`src/rtl/pong_game_ctrl_if.sv`:
```
// Signal bundle between the pong game sequencer (master) and the VGA renderer/motion datapath (slave).
interface pong_game_ctrl_if;
  // Every signal is single-direction with no valid/ready. vs and btn_start are raw asynchronous
  // levels. hit and miss are 1-clk pulses from the motion block. All outputs are registered
  // levels, except ball_reload, which is a registered 1-clk pulse.
  logic       vs;
  logic       btn_start;
  logic       hit;
  logic       miss;
  logic [1:0] state;
  logic       run_en;
  logic       ball_reload;
  logic [3:0] speed;
  logic [3:0] score_lo;
  logic [3:0] score_hi;
  logic       lose;
  logic [2:0] lives_left;

  modport master (
    input  vs, btn_start, hit, miss,
    output state, run_en, ball_reload, speed, score_lo, score_hi, lose, lives_left
  );

  modport slave (
    output vs, btn_start, hit, miss,
    input  state, run_en, ball_reload, speed, score_lo, score_hi, lose, lives_left
  );
endinterface

```
`src/rtl/pong_game_ctrl.sv`:
```
// Pong game sequencer: IDLE/SERVE/PLAY/OVER flow, BCD score, speed levels and frame-timed phases.
// Optional multi-ball play is enabled by defining PONG_LIVES_EN.
module pong_game_ctrl #(
  parameter int SERVE_FRAMES = 60,
  parameter int OVER_FRAMES  = 180,
  parameter int SPEED_INIT   = 2,
  parameter int SPEED_MAX    = 8,
  parameter int HITS_PER_LVL = 5,
  parameter int LIVES        = 3
) (
  input  logic             clk,
  input  logic             rst_n,
  pong_game_ctrl_if.master bus
);

  typedef enum logic [1:0] {
    ST_IDLE  = 2'b00,
    ST_SERVE = 2'b01,
    ST_PLAY  = 2'b10,
    ST_OVER  = 2'b11
  } state_t;

  state_t     state_q, state_d;
  logic       vs_meta_q, vs_sync_q, vs_prev_q;
  logic       btn_meta_q, btn_sync_q, btn_prev_q;
  logic [7:0] frame_cnt_q, frame_cnt_d;
  logic [3:0] hit_cnt_q, hit_cnt_d;
  logic [3:0] speed_q, speed_d;
  logic [3:0] score_lo_q, score_lo_d;
  logic [3:0] score_hi_q, score_hi_d;
  logic       run_en_q, run_en_d;
  logic       lose_q, lose_d;
  logic       ball_reload_q, ball_reload_d;
  logic       frame_tick, start_pulse, new_game, hit_play, miss_play, last_ball;

  // vs idles high, so its synchroniser resets high to avoid a false frame tick out of reset.
  always_ff @(posedge clk or negedge rst_n) begin
    if (!rst_n) begin
      vs_meta_q  <= 1'b1;
      vs_sync_q  <= 1'b1;
      vs_prev_q  <= 1'b1;
      btn_meta_q <= 1'b0;
      btn_sync_q <= 1'b0;
      btn_prev_q <= 1'b0;
    end else begin
      vs_meta_q  <= bus.vs;
      vs_sync_q  <= vs_meta_q;
      vs_prev_q  <= vs_sync_q;
      btn_meta_q <= bus.btn_start;
      btn_sync_q <= btn_meta_q;
      btn_prev_q <= btn_sync_q;
    end
  end

  assign frame_tick  = vs_prev_q & ~vs_sync_q;
  assign start_pulse = btn_sync_q & ~btn_prev_q;
  assign new_game    = (state_q == ST_IDLE) & start_pulse;
  assign miss_play   = (state_q == ST_PLAY) & bus.miss;
  assign hit_play    = (state_q == ST_PLAY) & bus.hit & ~bus.miss;

`ifdef PONG_LIVES_EN
  logic [2:0] lives_q, lives_d;

  assign last_ball = (lives_q <= 3'd1);

  always_comb begin
    lives_d = lives_q;
    if (new_game) begin
      lives_d = 3'(LIVES);
    end else if (miss_play) begin
      lives_d = last_ball ? 3'd0 : lives_q - 3'd1;
    end
  end

  always_ff @(posedge clk or negedge rst_n) begin
    if (!rst_n) lives_q <= 3'(LIVES);
    else        lives_q <= lives_d;
  end

  assign bus.lives_left = lives_q;
`else
  assign last_ball      = 1'b1;
  assign bus.lives_left = 3'(LIVES);
`endif

  // FSM state register
  always_ff @(posedge clk or negedge rst_n) begin
    if (!rst_n) state_q <= ST_IDLE;
    else        state_q <= state_d;
  end

  // FSM next state
  always_comb begin
    state_d = state_q;
    case (state_q)
      ST_IDLE:  if (start_pulse) state_d = ST_SERVE;
      ST_SERVE: if (frame_tick && frame_cnt_q == 8'(SERVE_FRAMES - 1)) state_d = ST_PLAY;
      ST_PLAY:  if (miss_play) state_d = last_ball ? ST_OVER : ST_SERVE;
      ST_OVER:  if (frame_tick && frame_cnt_q == 8'(OVER_FRAMES - 1)) state_d = ST_IDLE;
      default:  state_d = ST_IDLE;
    endcase
  end

  // FSM outputs, computed from the next state so they line up with state_q after the edge
  always_comb begin
    run_en_d      = (state_d == ST_PLAY);
    lose_d        = (state_d == ST_OVER);
    ball_reload_d = (state_d == ST_SERVE) && (state_q != ST_SERVE);
  end

  // Datapath next values: frame timer, score, hit level and speed
  always_comb begin
    frame_cnt_d = frame_cnt_q;
    score_lo_d  = score_lo_q;
    score_hi_d  = score_hi_q;
    hit_cnt_d   = hit_cnt_q;
    speed_d     = speed_q;

    if (state_d != state_q) begin
      frame_cnt_d = 8'd0;
    end else if (frame_tick && (state_q == ST_SERVE || state_q == ST_OVER)) begin
      frame_cnt_d = frame_cnt_q + 8'd1;
    end

    if (new_game) begin
      score_lo_d = 4'd0;
      score_hi_d = 4'd0;
      hit_cnt_d  = 4'd0;
      speed_d    = 4'(SPEED_INIT);
    end else if (hit_play) begin
      if (!(score_hi_q == 4'd9 && score_lo_q == 4'd9)) begin
        if (score_lo_q == 4'd9) begin
          score_lo_d = 4'd0;
          score_hi_d = score_hi_q + 4'd1;
        end else begin
          score_lo_d = score_lo_q + 4'd1;
        end
      end
      if (hit_cnt_q == 4'(HITS_PER_LVL - 1)) begin
        hit_cnt_d = 4'd0;
        if (speed_q < 4'(SPEED_MAX)) speed_d = speed_q + 4'd1;
      end else begin
        hit_cnt_d = hit_cnt_q + 4'd1;
      end
    end
  end

  always_ff @(posedge clk or negedge rst_n) begin
    if (!rst_n) begin
      frame_cnt_q   <= 8'd0;
      hit_cnt_q     <= 4'd0;
      speed_q       <= 4'(SPEED_INIT);
      score_lo_q    <= 4'd0;
      score_hi_q    <= 4'd0;
      run_en_q      <= 1'b0;
      lose_q        <= 1'b0;
      ball_reload_q <= 1'b0;
    end else begin
      frame_cnt_q   <= frame_cnt_d;
      hit_cnt_q     <= hit_cnt_d;
      speed_q       <= speed_d;
      score_lo_q    <= score_lo_d;
      score_hi_q    <= score_hi_d;
      run_en_q      <= run_en_d;
      lose_q        <= lose_d;
      ball_reload_q <= ball_reload_d;
    end
  end

  assign bus.state       = state_q;
  assign bus.run_en      = run_en_q;
  assign bus.ball_reload = ball_reload_q;
  assign bus.speed       = speed_q;
  assign bus.score_lo    = score_lo_q;
  assign bus.score_hi    = score_hi_q;
  assign bus.lose        = lose_q;

endmodule

```
`src/flat_wrapper.sv`:
```
// flat-port wrapper written by rule: the top's interface ports become plain ports
module pong_game_ctrl_flat 
#(
  parameter int SERVE_FRAMES = 60,
  parameter int OVER_FRAMES  = 180,
  parameter int SPEED_INIT   = 2,
  parameter int SPEED_MAX    = 8,
  parameter int HITS_PER_LVL = 5,
  parameter int LIVES        = 3
)
  (clk, rst_n, bus_vs, bus_btn_start, bus_hit, bus_miss, bus_state, bus_run_en, bus_ball_reload, bus_speed, bus_score_lo, bus_score_hi, bus_lose, bus_lives_left);
  pong_game_ctrl_if bus_i ();
  input  logic clk;
  input  logic rst_n;
  input wire logic [$bits(bus_i.vs)-1:0] bus_vs;
  input wire logic [$bits(bus_i.btn_start)-1:0] bus_btn_start;
  input wire logic [$bits(bus_i.hit)-1:0] bus_hit;
  input wire logic [$bits(bus_i.miss)-1:0] bus_miss;
  output wire logic [$bits(bus_i.state)-1:0] bus_state;
  output wire logic [$bits(bus_i.run_en)-1:0] bus_run_en;
  output wire logic [$bits(bus_i.ball_reload)-1:0] bus_ball_reload;
  output wire logic [$bits(bus_i.speed)-1:0] bus_speed;
  output wire logic [$bits(bus_i.score_lo)-1:0] bus_score_lo;
  output wire logic [$bits(bus_i.score_hi)-1:0] bus_score_hi;
  output wire logic [$bits(bus_i.lose)-1:0] bus_lose;
  output wire logic [$bits(bus_i.lives_left)-1:0] bus_lives_left;
  assign bus_i.vs = bus_vs;
  assign bus_i.btn_start = bus_btn_start;
  assign bus_i.hit = bus_hit;
  assign bus_i.miss = bus_miss;
  assign bus_state = bus_i.state;
  assign bus_run_en = bus_i.run_en;
  assign bus_ball_reload = bus_i.ball_reload;
  assign bus_speed = bus_i.speed;
  assign bus_score_lo = bus_i.score_lo;
  assign bus_score_hi = bus_i.score_hi;
  assign bus_lose = bus_i.lose;
  assign bus_lives_left = bus_i.lives_left;
  pong_game_ctrl #(.SERVE_FRAMES(SERVE_FRAMES), .OVER_FRAMES(OVER_FRAMES), .SPEED_INIT(SPEED_INIT), .SPEED_MAX(SPEED_MAX), .HITS_PER_LVL(HITS_PER_LVL), .LIVES(LIVES)) u_core (.clk(clk), .rst_n(rst_n), .bus(bus_i));
endmodule
```
`config.mk`:
```
export PLATFORM = sky130hd
export DESIGN_NAME = pong_game_ctrl_flat
export DESIGN_NICKNAME = d
export VERILOG_FILES = /design/src/rtl/pong_game_ctrl_if.sv /design/src/rtl/pong_game_ctrl.sv /design/src/flat_wrapper.sv
export SDC_FILE = /design/constraint.sdc
export NUM_CORES = 1
export LEC_CHECK = 0
export ABC_CLOCK_PERIOD_IN_PS = 2200
export CORE_ASPECT_RATIO = 0.75
export CORE_MARGIN = 1
export CORE_UTILIZATION = 45
export CTS_CLUSTER_DIAMETER = 30
export CTS_CLUSTER_SIZE = 20
export DETAILED_ROUTE_END_ITERATION = 8
export PLACE_DENSITY_LB_ADDON = 0.15
export SYNTH_ARGS = -nofsm -noshare
export SYNTH_HDL_FRONTEND = slang
export SYNTH_SLANG_ARGS = --single-unit
```
`constraint.sdc`:
```
create_clock -name clk -period 2.2 [get_ports clk]
set_input_delay 0.22 -clock clk [delete_from_list [all_inputs] [get_ports clk]]
set_output_delay 0.22 -clock clk [all_outputs]
set_load 0.02 [all_outputs]
```
==> flow_summary.yaml, run 1 <==
synthesis:
  synthArstFlopShare_pct: 100
  avgSynthCellArea_um2: 10.2
  ys_top_cells_by_area: "dfrtp_1 43%, dfstp_2 5.8%, ha_1 5.5%, mux2i_1 3.8%, nand2_1 3.1%"
  synth_flop_cell: "dfrtp_1"
  syn_area_mm2: 0.00182
  post-synth-top-area-cell: "dfrtp_1"
  synth-seq-cells: 35
  synth.distinct_cells: 44
  synth_edf_count: 0
  yosys_warnings: 0
  synth.top_cell.area_share_pct: 42.6
  ys_seq_area_share_pct: 48.4
  syn-instance-count: 178
status:
  status: "complete, no violations"
timing:
  fin_crit_ns: 1.82
  hold_viol: 0
  grt_setup_unrepaired: "no"
  slew_viol_final: 0
  finalSetupViolCount: 0
  timing.final.crit_share_pct: 82.8
  setup_tns_ns: 0
  max_freq_mhz: 549
  clock_skew_ns: 0.00759
die:
  initial_core_util_pct: 48.5
  rows: 19
  dieArea_mm2: 0.00431
  die_h_um: 57.1
  io_pins: 26
  dieWidth_um: 75.4
  core_mm2: 0.00376
routing:
  wl_per_cell_um: 14.2
  avgViaCountPerCell: 5.45
  final_antenna_net_count: 0
  drcViolationCount: 0
  drt_iter0_markers: 120
  num_vias: 1406
  drt-total-wl_mm: 3.67
  first_pass_iters: 4
clock_network:
  max-clock-path-buffers: 2
  numCtsBuffers: 5
  ctsHoldBuffers: 0
  post_cts_resized: 0
  cts.sinks: 35
  cts_setup_buffers: 0
  cts_tree: "yes"
  clk_pin_slew_worst_paths_ns: 0.07
  cts_root_buf: "clkbuf_8"
  clk_latency_ns: 0.29
  htreeDepth: 2
power:
  p_leak_nw: 0.934
  peakVddDrop_v: 0.000350
  power_density_mw_per_mm2: 723
hold_path:
  whs_path_depth: 1
  hold_start: "bus_vs"
  hold_class: "in -> reg"
cells_and_area:
  multi_input_area_um2: 836
  drive_above_1_share_pct: 10.7
  final_net_count: 219
  fin_cells: 258
  num_antenna_cells: 0
  regArea_um2: 881
  fillers: 349
  syn2layout_area_growth_pct: 21.1
critical_path:
  cp-start-kind: "flip-flop"
  worst-r2r-cell-count: 6
  critical_path_arrival_ns: 2.04
  critPathLaunch: "u_core.bus.state[0]"
  endpoint_kind: "flip-flop"
  cp_max_fo: 16
  r2r-start: "u_core.bus.state[0]"
  crit_type: "reg -> reg"
  cp.required_ns: 2.42
global_route:
  antenna_found_initial: 0
  track_usage_pct: 20.8
  grt_start_max_net_pins: 36
  grt_pass1_vias: 1410
  grt_pass1_wl_mm: 6.60
  grt-ovfl-total: 0
job:
  maxCapViolations: 0
placement:
  dp_cells: 250
  hpwl_mm: 2.64
  io_buffer_count: 22
  place.gp.congestion: 0.918
## layout make-up
cell class	instances	area share, %
Inverter	11	2.44
Timing Repair Buffer	28	12.0
Sequential cell	35	40.0
Clock inverter	1	0.341
Tap cell	52	2.95
Multi-Input combinational cell	124	37.9
Clock buffer	7	4.37
## sequential cells by signal (all words and copies together), names as in the netlist
signal	flops
u_core.frame_cnt_q	8
u_core.bus.score_hi	4
u_core.bus.score_lo	4
u_core.bus.speed	4
u_core.hit_cnt_q	4
u_core.bus.state	2
u_core.btn_meta_q	1
u_core.btn_prev_q	1
u_core.btn_sync_q	1
u_core.bus.ball_reload	1
u_core.bus.lose	1
u_core.bus.run_en	1
u_core.vs_meta_q	1
u_core.vs_prev_q	1
u_core.vs_sync_q	1
## path summary, 6_finish.rpt
check | end | slack (ns)
setup reg to reg | u_core.bus.score_lo[2] | 0.38
max in group asynchronous | u_core.vs_prev_q | 1.53
setup / recovery | u_core.bus.score_lo[2] | 0.38
hold reg to reg | u_core.btn_sync_q | 0.35
hold / removal | u_core.vs_meta_q | 0.33
min in group asynchronous | u_core.frame_cnt_q[0] | 0.34
## placed cells by master, fill, tap and decap left out, drive strengths merged, types with 2 or more instances in the layout
cell type,Yosys,layout
dfrtp,31,31
clkdlybuf4s50,0,22
nand2,15,15
nor2,13,13
o21ai,12,12
inv,10,10
ha,8,8
a21oi,7,7
nand3,7,7
mux2i,7,7
clkbuf,4,7
nand4,6,6
buf,5,6
nand3b,5,5
xnor2,4,4
dfstp,4,4
nor3,3,3
xor2,3,3
or3,3,3
conb,2,3
and3b,2,2
a41oi,2,2
nor4b,2,2
o21a,2,2
a32oi,2,2
nand2b,2,2
nor4,2,2
mux2,2,2
## Yosys cell counts, drive strengths merged, types with 5 or more instances
master / count
inv: 10
nand3: 7
o21ai: 12
ha: 8
a21oi: 7
nand2: 15
nor2: 13
nand4: 6
mux2i: 7
dfrtp: 31
buf: 5
nand3b: 5
## cells by family after synthesis
| logic type | synth area share [%] |
|---|---|
| flip-flops | 48.4 |
| buffers and inverters | 5.91 |
| other | 0.413 |
| adder cells (fa/ha/maj) | 5.50 |
| AND/OR/NAND/NOR | 20.3 |
| XOR/XNOR | 3.37 |
| multiplexers | 5.09 |
| AO/OA/AOI/OAI | 11.1 |
## metrics by stage
stage / cell area, um^2 / utilization, % / power, mW / hold slack, ns / setup WS [ns]
3_5_place_dp: 2100 / 55.9 / 1.09 / 0.337 / 0.218
4_1_cts: 2200 / 58.7 / 1.61 / 0.327 / 0.353
6_report: 2200 / 58.7 / 1.59 / 0.330 / 0.379
5_1_grt: 2200 / 58.7 / 1.69 / 0.321 / 0.251
2_1_floorplan: 1820 / - / 0.959 / -0.0756 / 0.345
3_3_place_gp: 2100 / 55.9 / 1.07 / 0.343 / 0.301
## critical path, cell delays in order, from the launching register on
cell	delay, ns
dfrtp_1	0.39
buf_4	0.19
nor4bb_1	0.29
buf_4	0.22
o21ai_0	0.18
a21boi_0	0.27
mux2i_1	0.20
## per-layer routing
metal	GRT usage [%]	share of wire, %	up-vias
met5	0	0	-
met4	7.14	1.4	0
met3	7.07	4.9	7
met2	31.4	46	39
met1	28.0	47	684
li1	-	-	676
## power by group
part	internal, mW	switching [mW]
combinational	0.143	0.156
clock	0.285	0.239
sequential	0.702	0.0690
Power figures use the tool's default switching activity.
==> run 2, diff against run 1 <==
--- a/config.mk
+++ b/config.mk
@@ -5,7 +5,7 @@
 export SDC_FILE = /design/constraint.sdc
 export NUM_CORES = 1
 export LEC_CHECK = 0
-export ABC_CLOCK_PERIOD_IN_PS = 2200
+export ABC_CLOCK_PERIOD_IN_PS = 1800
 export CORE_ASPECT_RATIO = 0.75
 export CORE_MARGIN = 1
 export CORE_UTILIZATION = 45
==> constraint.sdc (replaced) <==
create_clock -name clk -period 1.8 [get_ports clk]
set_input_delay 0.18 -clock clk [delete_from_list [all_inputs] [get_ports clk]]
set_output_delay 0.18 -clock clk [all_outputs]
set_load 0.02 [all_outputs]
==> flow_summary.yaml, run 2 (synthesis gave the netlist of run 1 again) <==
timing:
  clock_skew_ns: 0.00770
  worst_pin_slew_ns: 0.528
  hold_viol: 0
  fin_crit_ns: 1.82
  max_freq_mhz: 549
  slew_viol_final: 0
  hold_ws_ns: 0.296
  slew-limit-headroom_pct: 64.3
  finalSetupViolCount: 5
  fin_ws_ns: -0.0217
  timing.final.crit_share_pct: 101
power:
  comb_power_share_pct: 20.6
  swShare_pct: 29.1
  power_density_mw_per_mm2: 859
  internal_power_mw: 1.40
  switchingPower_mw: 0.576
  p_clk_share_pct: 32.1
  peakVddDrop_v: 0.000600
  p_seq_share_pct: 47.3
  p_leak_nw: 0.987
placement:
  io_buffer_count: 22
  place.gp.congestion: 0.821
  hpwl_mm: 2.63
  dp_cells: 258
critical_path:
  cp_top_family: "simple AND/OR/NAND/NOR gates"
  cp.required_ns: 2.01
  worst-r2r-cell-count: 5
  slowest_stage: "nor4b_1"
  endpoint_kind: "flip-flop"
  critical_path_arrival_ns: 2.03
  critPathBufInv: 1
  cp_num_cells: 5
  cp-start-kind: "flip-flop"
  max_stage_delay_ns: 0.55
  cp_max_fo: 8
  path_cells: "nor4b_1 -> nand4_1 -> o21ai_2 -> buf_4 -> mux2i_1"
  crit_type: "reg -> reg"
clock_network:
  cts.sinks: 35
  numCtsBuffers: 5
  clk_latency_ns: 0.29
  cts_root_buf: "clkbuf_8"
  max-clock-path-buffers: 2
  htreeDepth: 2
  clk_pin_slew_worst_paths_ns: 0.07
  cts_tree: "yes"
routing:
  num_vias: 1435
  first_pass_iters: 4
  drt-total-wl_mm: 3.85
  drt_iter0_markers: 104
  avgViaCountPerCell: 5.39
  wl_per_cell_um: 14.5
  drcViolationCount: 0
  final_antenna_net_count: 0
cells_and_area:
  fillers: 335
  drive_above_1_share_pct: 17.3
  regMostFlops: "u_core.frame_cnt_q"
  final_cell_mix: "29 x dfrtp_1, 22 x clkdlybuf4s50_1, 15 x nand2_1"
  syn2layout_area_growth_pct: 26.6
  largest_reg_flops: 8
  num_antenna_cells: 0
  final_net_count: 227
  fin_cells: 266
  mostFrequentLayoutCell: "dfrtp_1"
die:
  initial_core_util_pct: 48.5
  core_mm2: 0.00376
  dieArea_mm2: 0.00431
  dieWidth_um: 75.4
  rows: 19
  die_h_um: 57.1
  io_pins: 26
global_route:
  antenna_found_initial: 0
  grt-ovfl-total: 0
  grt_start_max_net_pins: 36
  grt_pass1_vias: 1415
  grt_pass1_wl_mm: 6.31
  track_usage_pct: 19.8
job:
  maxCapViolations: 0
hold_path:
  hold_class: "in -> async"
status:
  status: "complete, but fails checks"
  violations: "negative setup slack"
[run 2: cell count changes in the layout (fill, tap and decap cells not counted), sizes merged]
cell | previous run | this run
buf | 6 | 14
[run 2: final timing paths]
path                                     endpoint             startpoint  slack (ns)
setup reg to reg            u_core.frame_cnt_q[0]  u_core.frame_cnt_q[3]       -0.02
hold / removal             u_core.bus.ball_reload                  rst_n        0.30
max in group asynchronous        u_core.vs_meta_q                  rst_n        1.15
hold reg to reg                  u_core.vs_sync_q       u_core.vs_meta_q        0.36
min in group clk                 u_core.vs_meta_q                 bus_vs        0.30
setup / recovery            u_core.frame_cnt_q[0]  u_core.frame_cnt_q[3]       -0.02
[run 2: final cells by class]
| cell class | count | area [um^2] | share of cell area, % |
|---|---|---|---|
| Clock buffer | 7 | 96.3 | 4.18 |
| Timing Repair Buffer | 36 | 329 | 14.3 |
| Tap cell | 52 | 65.1 | 2.82 |
| Sequential cell | 35 | 883 | 38.3 |
| Inverter | 11 | 53.8 | 2.33 |
| Clock inverter | 1 | 7.51 | 0.326 |
| Multi-Input combinational cell | 124 | 870 | 37.7 |
[run 2: what timing repair did]
item	CTS	global route
buffers inserted	0	0
resized for setup	0	7
hold buffers	0	0
setup endpoints to repair	0	14
[run 2: per-stage QoR]
step	util, %	worst slack [ns]	setup TNS [ns]	power (mW)	instance area, um^2
2_1_floorplan	-	0.0106	0	1.17	1830
3_3_place_gp	57.6	-0.0000238	-0.0000238	1.33	2160
3_5_place_dp	57.6	-0.0154	-0.0154	1.34	2160
4_1_cts	60.4	0.0253	0	1.99	2270
5_1_grt	61.4	-0.0622	-0.264	2.09	2300
6_report	61.4	-0.0217	-0.0809	1.98	2300
[run 2: routing by layer]
metal	global-route usage (%)	share of wire [%]
met2	30.0	45
met4	6.88	1.6
met3	7.07	4.5
met5	0	0
met1	26.3	49
[run 2: power groups by stage]
stage                     Combinational [mW]  Sequential, mW  Clock (mW)
after floorplan                        0.196           0.977           0
after global placement                 0.385           0.940           0
after detailed placement               0.394           0.948           0
after CTS                              0.397           0.933       0.658
after global routing                   0.456           0.945       0.687
final                                  0.408           0.936       0.635
==> variant: new RTL, settings of run 2 <==
One comparison of `frame_cnt_q` changes from == to >=.
--- a/src/rtl/pong_game_ctrl.sv
+++ b/src/rtl/pong_game_ctrl.sv
@@ -96,7 +96,7 @@
       ST_IDLE:  if (start_pulse) state_d = ST_SERVE;
       ST_SERVE: if (frame_tick && frame_cnt_q == 8'(SERVE_FRAMES - 1)) state_d = ST_PLAY;
       ST_PLAY:  if (miss_play) state_d = last_ball ? ST_OVER : ST_SERVE;
-      ST_OVER:  if (frame_tick && frame_cnt_q == 8'(OVER_FRAMES - 1)) state_d = ST_IDLE;
+      ST_OVER:  if (frame_tick && frame_cnt_q >= 8'(OVER_FRAMES - 1)) state_d = ST_IDLE;
       default:  state_d = ST_IDLE;
     endcase
   end
Check against the original RTL: same outputs for any inputs over 10 cycles, from zero or initial values and one cycle with rst_n low; that may be too few to reach the edited logic, so the function may still have changed.
==> variant against run 2 <==
Via count down 10%; global-route usage down 0.89 points; design area down 7.4%; count of clock-buffer cells in the layout down 2; non-clock buffer count down 7; setup slack better by 0.15 ns; cell count down 6.4%; clock power up 12%; fmax up 8.8%; sequential cell count unchanged; first-iteration DRC count down 39%; area after synthesis down 5.1%; routed wire length down 12%; power down 4.9%.
==> variant: results (changes against run 2) <==
Run status
  – Status: complete, no violations

Final layout
  – Share of layout cells above drive strength 1: 13.2% (-4.1 points)
  – Fin nets: 210 (-7.5%)
  – Fillers: 330 (-1.5%)
  – Fin cells: 249 (-6.4%)

GRT
  – GRT Overall Usage: 18.9% (-0.89 points)
  – First-pass GRT wire length: 5680 um (-10%)
  – Vias in the first global route: 1184 (-16%)

Setup path
  – Cell family with most CP delay: simple AND/OR/NAND/NOR gates
  – Reg2reg end: u_core.frame_cnt_q[5]
  – Highest-delay cell along the critical path: or4b_4
  – CP Data Arrival Time: 1.84 ns (-0.19 ns)
  – Reg-to-reg startpoint: u_core.frame_cnt_q[0]
  – R2R Setup Slk: 0.13 ns (+0.15 ns)
  – Critical Path Start: u_core.frame_cnt_q[0]
  – Reg2Reg Depth: 5 (unchanged)

CTS
  – Clk Latency, worst-skew pair: 0.29 ns (about the same)
  – H-Tree Depth: 2 (unchanged)

Power
  – Comb. pwr: 0.000254 W (-38%)
  – Leak: 0.914 nW (-7.4%)
  – Max VDD drop: 0.000711 V (+18%)
  – Clk pwr: 0.000710 W (+12%)
  – Net Sw Power: 0.000487 W (-15%)

Synthesis
  – Synth Warn #: 0 (unchanged)
  – Synth cell count leaders: dfrtp_1, nand2_1, nor2_1, nor3_1, o21ai_0
  – Unique masters post-synth: 40 (-9.1%)
  – Synth top area cells: dfrtp_1, dfstp_2, ha_1
  – Post-synthesis sequential area ratio: 51.0% (+2.6 points)
  – Mean Syn Cell Area: 10.4 um^2 (+1.8%)

Place
  – Port Buffers: 22 (unchanged)
  – Detailed Place HPWL: 2420 um (-8.0%)
  – Placer Congestion: 0.880 (+7.2%)
  – Place WS: 0.0789 ns (+0.0944 ns)
  – Post-Place Cells: 241 (-6.6%)

STA
  – Fin Hold WS: 0.290 ns (-0.00638 ns)
  – Fin crit period: 1.67 ns (-0.147 ns)
  – Clock Skews: 0.00625 ns (-0.00145 ns)

Hold path
  – Worst Hold Path EP: u_core.vs_meta_q
  – Worst Hold Class: primary input to flip-flop

Route
  – Via density: 5.16 (-4.3%)
  – Drt total wl: 3390 um (-12%)
  – Initial DRC Count: 63 (-39%)
==> variant: area by class of cell <==
cell class                 instances  area, um^2  area share, %
sequential                        35         881           41.3
multi-input combinational        118         777           36.4
timing repair buffer              29         273           12.8
clock buffer                       5        68.8           3.22
tap                               52        65.1           3.05
clock inverter                     3        43.8           2.05
inverter                           7        26.3           1.23
==> variant: per-stage QoR <==
step                      area, um^2  utilization (%)  power, W
after floorplan                 1730                -   0.00108
after global placement          2020             55.2   0.00118
after detailed placement        2020             55.2   0.00119
after CTS                       2130             58.3   0.00189
after global routing            2130             58.3   0.00198
final                           2130             58.3   0.00188
==> variant: routing by layer <==
metal,routed length [um],global-route usage (%)
met1,1710,28.1
met2,1460,26.1
met3,158,4.89
met4,60,7.42
met5,0,0
==> variant: cell families after synthesis <==
group,count (synthesis),synth area share [%]
fa+ha+maj,8,5.79
mux,2,1.16
flops,35,51.0
buf+inv,14,4.27
compound gates,22,8.62
xor+xnor,11,5.58
other cells,2,0.435
simple gates,72,23.2
